--- src/rtl/blink_pattern_seq_if.sv ---
// Bundle between the blinker stage and the LED pattern sequencer.
// master drives the step/mode/control/pattern inputs; slave (the sequencer) drives the LED and status outputs.
interface blink_pattern_seq_if #(
  parameter int PLEN     = 8,
  parameter int PWM_BITS = 4
);
  localparam int SW = $clog2(PLEN);

  logic                tick_in;
  logic                mode_in;
  logic                enable;
  logic                hold;
  logic [PLEN-1:0]     pat_in;
  logic                pat_load;
  logic [PWM_BITS-1:0] duty;
  logic                led_out;
  logic [SW-1:0]       step_idx;
  logic                wrap_flg;
  logic                busy;

  modport master (
    output tick_in, mode_in, enable, hold, pat_in, pat_load, duty,
    input  led_out, step_idx, wrap_flg, busy
  );

  modport slave (
    input  tick_in, mode_in, enable, hold, pat_in, pat_load, duty,
    output led_out, step_idx, wrap_flg, busy
  );
endinterface

--- src/rtl/blink_pattern_seq.sv ---
// Steps through a programmable on/off pattern, one step per blinker pulse, and drives a PWM-dimmed LED.
// A pattern loaded while running is held in a shadow register and takes effect on the next wrap.
module blink_pattern_seq #(
  parameter int PLEN     = 8,
  parameter int PWM_BITS = 4
) (
  input  logic              clk,
  input  logic              rst,
  blink_pattern_seq_if.slave bus
);
  localparam int SW = $clog2(PLEN);

  localparam logic [1:0] ST_IDLE = 2'd0;
  localparam logic [1:0] ST_RUN  = 2'd1;
  localparam logic [1:0] ST_HOLD = 2'd2;

  localparam logic [SW-1:0] LAST_STEP = SW'(PLEN - 1);

  logic [1:0]          state;
  logic [1:0]          state_nxt;
  logic [SW-1:0]       step_idx;
  logic [SW-1:0]       step_nxt;
  logic [PLEN-1:0]     pat_active;
  logic [PLEN-1:0]     pat_shadow;
  logic [PLEN-1:0]     pat_nxt;
  logic                load_pend;
  logic [PWM_BITS-1:0] pwm_cnt;
  logic                led_out;
  logic                wrap_flg;
  logic                busy;
  logic                step_en;
  logic                wrap_now;
  logic                led_bit;
  logic                pwm_on;

  // Disabling takes priority over hold in both active states.
  always_comb begin
    state_nxt = state;
    case (state)
      ST_IDLE: if (bus.enable) state_nxt = ST_RUN;
      ST_RUN: begin
        if (!bus.enable)   state_nxt = ST_IDLE;
        else if (bus.hold) state_nxt = ST_HOLD;
      end
      ST_HOLD: begin
        if (!bus.enable)    state_nxt = ST_IDLE;
        else if (!bus.hold) state_nxt = ST_RUN;
      end
      default: state_nxt = ST_IDLE;
    endcase
  end

  always_comb begin
    step_en  = (state == ST_RUN) && bus.tick_in;
    wrap_now = step_en && (step_idx == LAST_STEP);

    step_nxt = step_idx;
    if ((state == ST_IDLE) && bus.enable)
      step_nxt = '0;
    else if (step_en)
      step_nxt = wrap_now ? '0 : step_idx + SW'(1);

    // A load on the wrap tick itself bypasses the shadow so it lands on this lap.
    pat_nxt = pat_active;
    if (state == ST_IDLE) begin
      if (bus.pat_load) pat_nxt = bus.pat_in;
    end else if (wrap_now) begin
      if (bus.pat_load)   pat_nxt = bus.pat_in;
      else if (load_pend) pat_nxt = pat_shadow;
    end

    led_bit = pat_nxt[step_nxt] ^ bus.mode_in;
    pwm_on  = (pwm_cnt < bus.duty);
  end

  always_ff @(posedge clk) begin
    if (rst) begin
      state      <= ST_IDLE;
      step_idx   <= '0;
      pat_active <= '0;
      pat_shadow <= '0;
      load_pend  <= 1'b0;
      pwm_cnt    <= '0;
      led_out    <= 1'b0;
      wrap_flg   <= 1'b0;
      busy       <= 1'b0;
    end else begin
      state      <= state_nxt;
      step_idx   <= step_nxt;
      pat_active <= pat_nxt;
      wrap_flg   <= wrap_now;
      pwm_cnt    <= pwm_cnt + PWM_BITS'(1);
      led_out    <= (state != ST_IDLE) && led_bit && pwm_on;
      busy       <= (state_nxt != ST_IDLE);
      if (bus.pat_load) pat_shadow <= bus.pat_in;
      if (state != ST_IDLE) begin
        if (wrap_now)          load_pend <= 1'b0;
        else if (bus.pat_load) load_pend <= 1'b1;
      end
    end
  end

  assign bus.led_out  = led_out;
  assign bus.step_idx = step_idx;
  assign bus.wrap_flg = wrap_flg;
  assign bus.busy     = busy;
endmodule

--- src/flat_wrapper.sv ---
// flat-port wrapper written by rule: the top's interface ports become plain ports
module blink_pattern_seq_flat 
#(
  parameter int PLEN     = 8,
  parameter int PWM_BITS = 4
)
  (clk, rst, bus_tick_in, bus_mode_in, bus_enable, bus_hold, bus_pat_in, bus_pat_load, bus_duty, bus_led_out, bus_step_idx, bus_wrap_flg, bus_busy);
  blink_pattern_seq_if #(.PLEN(PLEN), .PWM_BITS(PWM_BITS)) bus_i ();
  input  logic clk;
  input  logic rst;
  input wire logic [$bits(bus_i.tick_in)-1:0] bus_tick_in;
  input wire logic [$bits(bus_i.mode_in)-1:0] bus_mode_in;
  input wire logic [$bits(bus_i.enable)-1:0] bus_enable;
  input wire logic [$bits(bus_i.hold)-1:0] bus_hold;
  input wire logic [$bits(bus_i.pat_in)-1:0] bus_pat_in;
  input wire logic [$bits(bus_i.pat_load)-1:0] bus_pat_load;
  input wire logic [$bits(bus_i.duty)-1:0] bus_duty;
  output wire logic [$bits(bus_i.led_out)-1:0] bus_led_out;
  output wire logic [$bits(bus_i.step_idx)-1:0] bus_step_idx;
  output wire logic [$bits(bus_i.wrap_flg)-1:0] bus_wrap_flg;
  output wire logic [$bits(bus_i.busy)-1:0] bus_busy;
  assign bus_i.tick_in = bus_tick_in;
  assign bus_i.mode_in = bus_mode_in;
  assign bus_i.enable = bus_enable;
  assign bus_i.hold = bus_hold;
  assign bus_i.pat_in = bus_pat_in;
  assign bus_i.pat_load = bus_pat_load;
  assign bus_i.duty = bus_duty;
  assign bus_led_out = bus_i.led_out;
  assign bus_step_idx = bus_i.step_idx;
  assign bus_wrap_flg = bus_i.wrap_flg;
  assign bus_busy = bus_i.busy;
  blink_pattern_seq #(.PLEN(PLEN), .PWM_BITS(PWM_BITS)) u_core (.clk(clk), .rst(rst), .bus(bus_i));
endmodule
--- config.mk ---
export PLATFORM = sky130hd
export DESIGN_NAME = blink_pattern_seq_flat
export DESIGN_NICKNAME = d
export VERILOG_FILES = /design/src/rtl/blink_pattern_seq_if.sv /design/src/rtl/blink_pattern_seq.sv /design/src/flat_wrapper.sv
export SDC_FILE = /design/constraint.sdc
export NUM_CORES = 1
export LEC_CHECK = 0
export CELL_PAD_IN_SITES_DETAIL_PLACEMENT = 1
export CELL_PAD_IN_SITES_GLOBAL_PLACEMENT = 1
export CORE_MARGIN = 2
export CORE_UTILIZATION = 39
export DETAILED_ROUTE_END_ITERATION = 6
export GPL_ROUTABILITY_DRIVEN = 0
export PLACE_DENSITY = 0.85
export SETUP_SLACK_MARGIN = 0.05
export SLEW_MARGIN = 20
export SYNTH_ARGS = -nofsm -noshare
export SYNTH_HDL_FRONTEND = slang
export SYNTH_SLANG_ARGS = --single-unit
--- constraint.sdc ---
create_clock -name clk -period 2.6 [get_ports clk]
set_input_delay 0.52 -clock clk [delete_from_list [all_inputs] [get_ports clk]]
set_output_delay 0.52 -clock clk [all_outputs]
set_load 0.01 [all_outputs]
# After elaboration in Yosys (flattened, before gate mapping)

Index checks and enable logic that the tools add are counted.

Add/subtract/negate cells: 2
$mul: 0
Div/mod/pow operators: 0
$lt $le $gt $ge: 2
Eq/ne operators: 3
Shifts and indexed selects: 0
Muxes and demuxes: 18
Bitwise operators: 1
Reductions and logical operators: 10

Operators by type and width:

| operator              | number |
|---|---|
| $mux W8               | 5 |
| $mux W2               | 5 |
| $mux W3               | 3 |
| $pmux W2 S3           | 1 |
| $reduce_bool A2 Y1    | 3 |
| $logic_and A1 B1 Y1   | 5 |
| $add A4 B1 Y4 const B | 1 |
| $lt A3 B4 Y1 const B  | 1 |
| $lt A4 B4 Y1          | 1 |
| $add A3 B1 Y3 const B | 1 |
| $bmux W1 S3           | 1 |
| $eq A3 B3 Y1 const B  | 1 |
| $mux W1               | 3 |
| $eq A2 B1 Y1 const B  | 1 |
| $eq A2 B2 Y1 const B  | 1 |
| $logic_not A2 Y1      | 1 |
| $reduce_and A2 Y1     | 1 |
| $xor A1 B1 Y1         | 1 |

Flip-flop bits (word level): 29
Bits in latches: 0
RAM bits: 0
Memory bits (read-only): 0
Memories: 0

# Logic depth before layout (Yosys ltp)

Gate-level depths: netlist of run 1.

Depth after elaboration: 11
Mapped depth: 9
Depth with buffers taken out: 9

# Worst setup path before layout of run 1

No wires, ideal clock.

Path kind: register to register
Start point: register u_core.step_idx[0] (netlist: u_core.bus.step_idx[0])
End point: register u_core.led_out (netlist: u_core.bus.led_out)
Library setup time: 121 ps
Arrival: 2222 ps
Required time: 2479 ps
Slack: 256 ps
Cell stages (with the launch flop): 10
Path buffers: 0
Cell sequence: dfxtp_1 -> ha_1 -> ha_1 -> a21boi_2 -> or3_4 -> a221o_1 -> a211oi_2 -> a211o_1 -> a21oi_1 -> mux2i_1

Word-level cells in the longest chain between the ends: 10
Elaborated cells on any way between the ends: 13

Ends and longest elaborated chain:

| element                                                               | RTL line                | source |
|---|---|---|
| from (decl)                                                           | blink_pattern_seq.sv:21 | `logic [SW-1:0] step_idx;` |
| from (signal assigned)                                                | blink_pattern_seq.sv:89 | `step_idx <= step_nxt;` |
| parallel branches: the longest is 5 deep, another holds $add A3 B1 Y3 | --                      |  |
| $bmux W1 S3 *                                                         | blink_pattern_seq.sv:72 | `led_bit = pat_nxt[step_nxt] ^ bus.mode_in;` |
| $mux W1 (not written as such) *                                       | blink_pattern_seq.sv:72 |  |
| $xor A1 B1 Y1 *                                                       | blink_pattern_seq.sv:72 |  |
| $logic_and A1 B1 Y1 * (2 in series)                                   | blink_pattern_seq.sv:93 | `led_out <= (state != ST_IDLE) && led_bit && pwm_on;` |
| to (signal assigned)                                                  | blink_pattern_seq.sv:93 |  |
| to (decl)                                                             | blink_pattern_seq.sv:28 | `logic led_out;` |

Every way passes the cells marked *. The select of a mux whose other input is x is not followed.
A chain may end at the register's enable or synchronous reset.

# Worst setup path after layout of run 1

Start point: input bus_pat_load
End point: register u_core.led_out (netlist: u_core.bus.led_out)

Word-level cells in the longest chain between the ends: 8
Elaborated cells on any way between the ends: 9

Ends and longest elaborated chain:

| element                             | RTL line                | source |
|---|---|---|
| from (decl)                         | flat_wrapper.sv:16      | `input wire logic [$bits(bus_i.pat_load)-1:0] bus_pat_load;` |
| $mux W8                             | blink_pattern_seq.sv:68 | `if (bus.pat_load) pat_nxt = bus.pat_in;` |
| $mux W8                             | blink_pattern_seq.sv:67 | `end else if (wrap_now) begin` |
| $mux W8 *                           | blink_pattern_seq.sv:65 | `if (state == ST_IDLE) begin` |
| $bmux W1 S3 *                       | blink_pattern_seq.sv:72 |  |
| $mux W1 (not written as such) *     | blink_pattern_seq.sv:72 |  |
| $xor A1 B1 Y1 *                     | blink_pattern_seq.sv:72 |  |
| $logic_and A1 B1 Y1 * (2 in series) | blink_pattern_seq.sv:93 |  |

Mark *: on every way between the ends. The rest lies on a longest branch, timed or not. The select of a mux whose other input is x is not followed.

==> impl_table.tex, run 1 <==
\begin{tabular}{lr}
\hline
Metric & Value \\
\hline
\multicolumn{2}{l}{\textbf{Timing}} \\
Worst Skew & 6.04 ps \\
Fmax & 416 MHz \\
Unrepaired setup endpoints after global routing & false \\
Crit path setup slack, layout & 199 ps \\
Final count of hold timing violations & 0 \\
Fraction of the cycle the final worst path needs & 92.4\% \\
Sum Neg Setup Slack & 0 ps \\
Final critical delay including setup and external delays & 2400 ps \\
Final setup violation count & 0 \\
Worst slew margin & 56.3\% \\
Number of max-slew violations in the final report & 0 \\
Actual transition at the worst max-transition pin & 640 ps \\
\multicolumn{2}{l}{\textbf{Global route}} \\
GR Layer Usage met3 & 5.36\% \\
Overall overflow remaining after global route & 0 \\
Pin count of the biggest net entering global routing & 22 \\
Global-route wire length before repair & 8000 um \\
Layer with the highest usage after global routing & met2 \\
Initial antenna violation count & 0 \\
Global-route met1 utilization & 25.6\% \\
Met2 Resource Use GR & 42.1\% \\
Total routing resource utilization after global routing & between 20\% and 30\% \\
Via count of the first global-routing pass & 1716 \\
\multicolumn{2}{l}{\textbf{Worst setup path}} \\
CP Max Fanout & 10 \\
Element type at the critical path end & flip-flop \\
Kind of critical path & in2reg \\
Delay of the slowest cell on the worst path & about 560 ps \\
Largest delay contributor family on the critical path & buffers and inverters \\
CP Depth & 9 \\
Critical path, cell by cell & clkdlybuf4s50\_1 -> buf\_4 -> mux2\_2 -> a22oi\_1 -> o21ai\_1 -> a211oi\_1 -> a211o\_1 -> a21oi\_2 -> mux2i\_1 \\
Type of origin of the critical path & primary input \\
Crit path arrival time & 2570 ps \\
Critical path data required time & 2770 ps \\
Bufs and invs on worst path & 2 \\
Cell count of the worst reg-to-reg path & 9 \\
Critical Path Slowest Stage Cell & sky130\_fd\_sc\_hd\_\_clkdlybuf4s50\_1 \\
\multicolumn{2}{l}{\textbf{Placement}} \\
Post-Place Setup Slack & -126 ps \\
Standard cell area after detailed placement & 2040 um2 \\
Number of I/O port buffers & 24 \\
Final HPWL from detailed placement & approximately 3500 um \\
\multicolumn{2}{l}{\textbf{Final layout}} \\
Layout Nets & 265 \\
Ratio of cells with drive above 1 in the final layout & 16.3\% \\
Most common cell after layout, fill and taps aside & sky130\_fd\_sc\_hd\_\_dfxtp\_1 \\
Cell area after layout & about 2200 um2 \\
Commonest non-fill, non-tap cells in the layout & 27 x sky130\_fd\_sc\_hd\_\_dfxtp\_1, 25 x sky130\_fd\_sc\_hd\_\_nor2\_1, 23 x sky130\_fd\_sc\_hd\_\_clkdlybuf4s50\_1, 23 x sky130\_fd\_sc\_hd\_\_buf\_4, 13 x sky130\_fd\_sc\_hd\_\_nand2\_1 \\
Area growth from synthesis to layout & 33.0\% \\
Ant. Diodes & 0 \\
Filler Cell Count & 469 \\
\multicolumn{2}{l}{\textbf{CTS}} \\
CTS Root Cell & sky130\_fd\_sc\_hd\_\_clkbuf\_8 \\
Setup repair bufs after CTS & 0 \\
CTS tree & done \\
Count of hold buffers inserted by post-cts repair & 0 \\
Clock transition at the registers of the reported paths & 60 ps \\
Number of clock buffers inserted by TritonCTS & 5 \\
Deepest level of the CTS H-tree & 2 \\
Clock Path Buffers & 2 \\
Number of clock sinks & 29 \\
Clk\_lat worst skew & 280 ps \\
\multicolumn{2}{l}{\textbf{Floorplan}} \\
Floorplan core area & between 4000 and 5000 um2 \\
Number of placement rows & 23 \\
Initial cell density of the core & 40.6\% \\
Die span in y & between 60 and 70 um \\
IO Pins & 25 \\
Die width & 68.5 um \\
Overall die area & 4700 um2 \\
\multicolumn{2}{l}{\textbf{Power and ir drop}} \\
Power Dens Cells & approximately 490 nW/um2 \\
Part of the total power dissipated in the clock network & 35.4\% \\
Standby leakage power & 0.926 nW \\
Internal power summed over all cells & 0.782 mW \\
Switching power & 0.279 mW \\
Net switching share of the total power & between 20\% and 30\% \\
IR drop worst, VDD & 446 uV \\
Part of the total power dissipated in combinational logic & 18.4\% \\
Sequential share of power & 46.2\% \\
\multicolumn{2}{l}{\textbf{Synth}} \\
Area of the mapped netlist & around 1600 um2 \\
YS warnings & 0 \\
Primary flip-flop cell chosen by synthesis mapping & sky130\_fd\_sc\_hd\_\_dfxtp\_1 \\
Number of flops mapped to enable cells by yosys & 0 \\
Distinct cells, synth & 50 \\
Flops \& latches, synth & 29 \\
Cell count after synthesis & 198 \\
Net count of the mapped netlist & roughly 220 \\
Sequential area share after synthesis & 35.7\% \\
Mean area per synthesized cell & 8.20 um2 \\
Asr flop ratio synth & 0\% \\
\multicolumn{2}{l}{\textbf{Routing}} \\
Detailed-route wire length per cell & 16.8 um \\
Number of search-and-repair iterations in the first detailed-routing pass & 4 \\
Overall routed net length & 4880 um \\
DRC violation count after routing & 0 \\
Via-to-Cell Ratio & 5.47 \\
Starting DRT DRC Count & 125 \\
Antenna-violating nets left & 0 \\
Via total after detailed routing & about 1600 \\
\multicolumn{2}{l}{\textbf{Worst hold path}} \\
Worst hold-check path type & reg2reg \\
Count of cells along the worst hold path & 1 \\
\multicolumn{2}{l}{\textbf{Run}} \\
Number of maximum-capacitance constraint violations & 0 \\
\multicolumn{2}{l}{\textbf{Run status}} \\
Result of the run & finished, final reports clean \\
\hline
\end{tabular}
==> what timing repair did <==
item,4_1_cts,5_1_grt
pin swaps,0,1
resized for setup,1,8
endpoints found under the setup margin,1,1
gates cloned,0,0
endpoints found under the hold margin,0,0
==> cell families (layout without fill, tap and decap cells) <==
logic type,Yosys count,count (layout),share of synthesized area (%)
buf+inv,21,63,5.62
xor+xnor,3,3,1.62
fa+ha+maj,6,6,4.62
mux,8,8,5.01
compound gates,50,50,21.2
flops,29,29,35.7
simple gates,81,81,26.2
==> cell type report <==
| cell class | count | area [um2] | share of cell area [%] |
|---|---|---|---|
| Clock buffer | 7 | 86.3 | 4.00 |
| Timing Repair Buffer | 47 | 415 | 19.2 |
| Multi-Input combinational cell | 148 | 978 | 45.3 |
| Tap cell | 50 | 62.6 | 2.90 |
| Inverter | 9 | 33.8 | 1.56 |
| Sequential cell | 29 | 583 | 27.0 |
==> path summary, 6_finish.rpt <==
check	from	to	slack, ps
setup / recovery	bus_pat_load	u_core.bus.led_out	200
hold / removal	u_core.pwm_cnt[0]	u_core.pwm_cnt[0]	480
setup reg to reg	u_core.bus.step_idx[1]	u_core.bus.led_out	240
hold reg to reg	u_core.pwm_cnt[0]	u_core.pwm_cnt[0]	480
==> synthesized netlist by cell type, drive strengths merged, types with 2 or more instances <==
cell type	instances	area share (%)
xnor2	2	1.1
buf	7	2.4
ha	6	4.6
a31oi	2	0.77
clkbuf	5	1.2
or2	3	1.2
a211oi	5	2.6
o21ai	10	3.1
mux2i	7	4.3
nand3b	3	1.4
nand2b	8	3.1
nand3	3	0.92
nor3	6	1.8
inv	9	2.1
nor2b	10	3.9
a21o	4	1.8
a21oi	13	4.0
a221oi	2	1.1
dfxtp	29	36
nand2	13	3.0
and3	2	0.77
a21boi	2	1.2
nor2	25	5.8
==> state kept, by name (all words and copies together), names as in the netlist <==
| signal | flops |
|---|---|
| u_core.pat_active | 8 |
| u_core.pat_shadow | 8 |
| u_core.pwm_cnt | 4 |
| u_core.bus.step_idx | 3 |
| u_core.state | 2 |
| u_core.bus.busy | 1 |
| u_core.bus.led_out | 1 |
| u_core.bus.wrap_flg | 1 |
| u_core.load_pend | 1 |
==> stage by stage <==
stage / total power [mW] / hold WS (ps) / utilization, % / cells
after floorplan: 0.599 / 425 / - / 198
after global placement: 0.680 / 449 / 51.0 / 283
after detailed placement: 0.688 / 485 / 51.0 / 283
after CTS: 1.06 / 500 / 53.3 / 290
after global routing: 1.12 / 521 / 54.0 / 290
final: 1.06 / 484 / 54.0 / 290
==> power by group through the flow <==
stage | logic (mW) | clock network [mW] | registers (mW)
6_report | 0.195 | 0.376 | 0.490
5_1_grt | 0.216 | 0.407 | 0.492
4_1_cts | 0.194 | 0.380 | 0.489
3_5_place_dp | 0.189 | 0 | 0.499
3_3_place_gp | 0.183 | 0 | 0.497
2_1_floorplan | 0.110 | 0 | 0.489
==> layer usage <==
layer  wire, um  up-vias
met1       2080      768
li1           -      781
met4         93        0
met3        146       12
met2       2550       26
met5          0        -
No activity file was read; power rests on OpenSTA's default activity.
==> inputs of run 2 (changes only) <==
--- a/config.mk
+++ b/config.mk
@@ -9,6 +9,7 @@
 export CELL_PAD_IN_SITES_GLOBAL_PLACEMENT = 1
 export CORE_MARGIN = 2
 export CORE_UTILIZATION = 39
+export CTS_CLUSTER_DIAMETER = 40
 export DETAILED_ROUTE_END_ITERATION = 6
 export GPL_ROUTABILITY_DRIVEN = 0
 export PLACE_DENSITY = 0.85
==> results of run 2 <==
Same layout as run 1: the final DEF is identical, and so are final timing and power.
==> inputs of run 3 (changes only) <==
--- a/config.mk
+++ b/config.mk
@@ -11,7 +11,6 @@
 export CORE_UTILIZATION = 39
 export CTS_CLUSTER_DIAMETER = 40
 export DETAILED_ROUTE_END_ITERATION = 6
-export GPL_ROUTABILITY_DRIVEN = 0
 export PLACE_DENSITY = 0.85
 export SETUP_SLACK_MARGIN = 0.05
 export SLEW_MARGIN = 20
==> results of run 3 <==
Same layout as run 1: the final DEF is identical, and so are final timing and power.
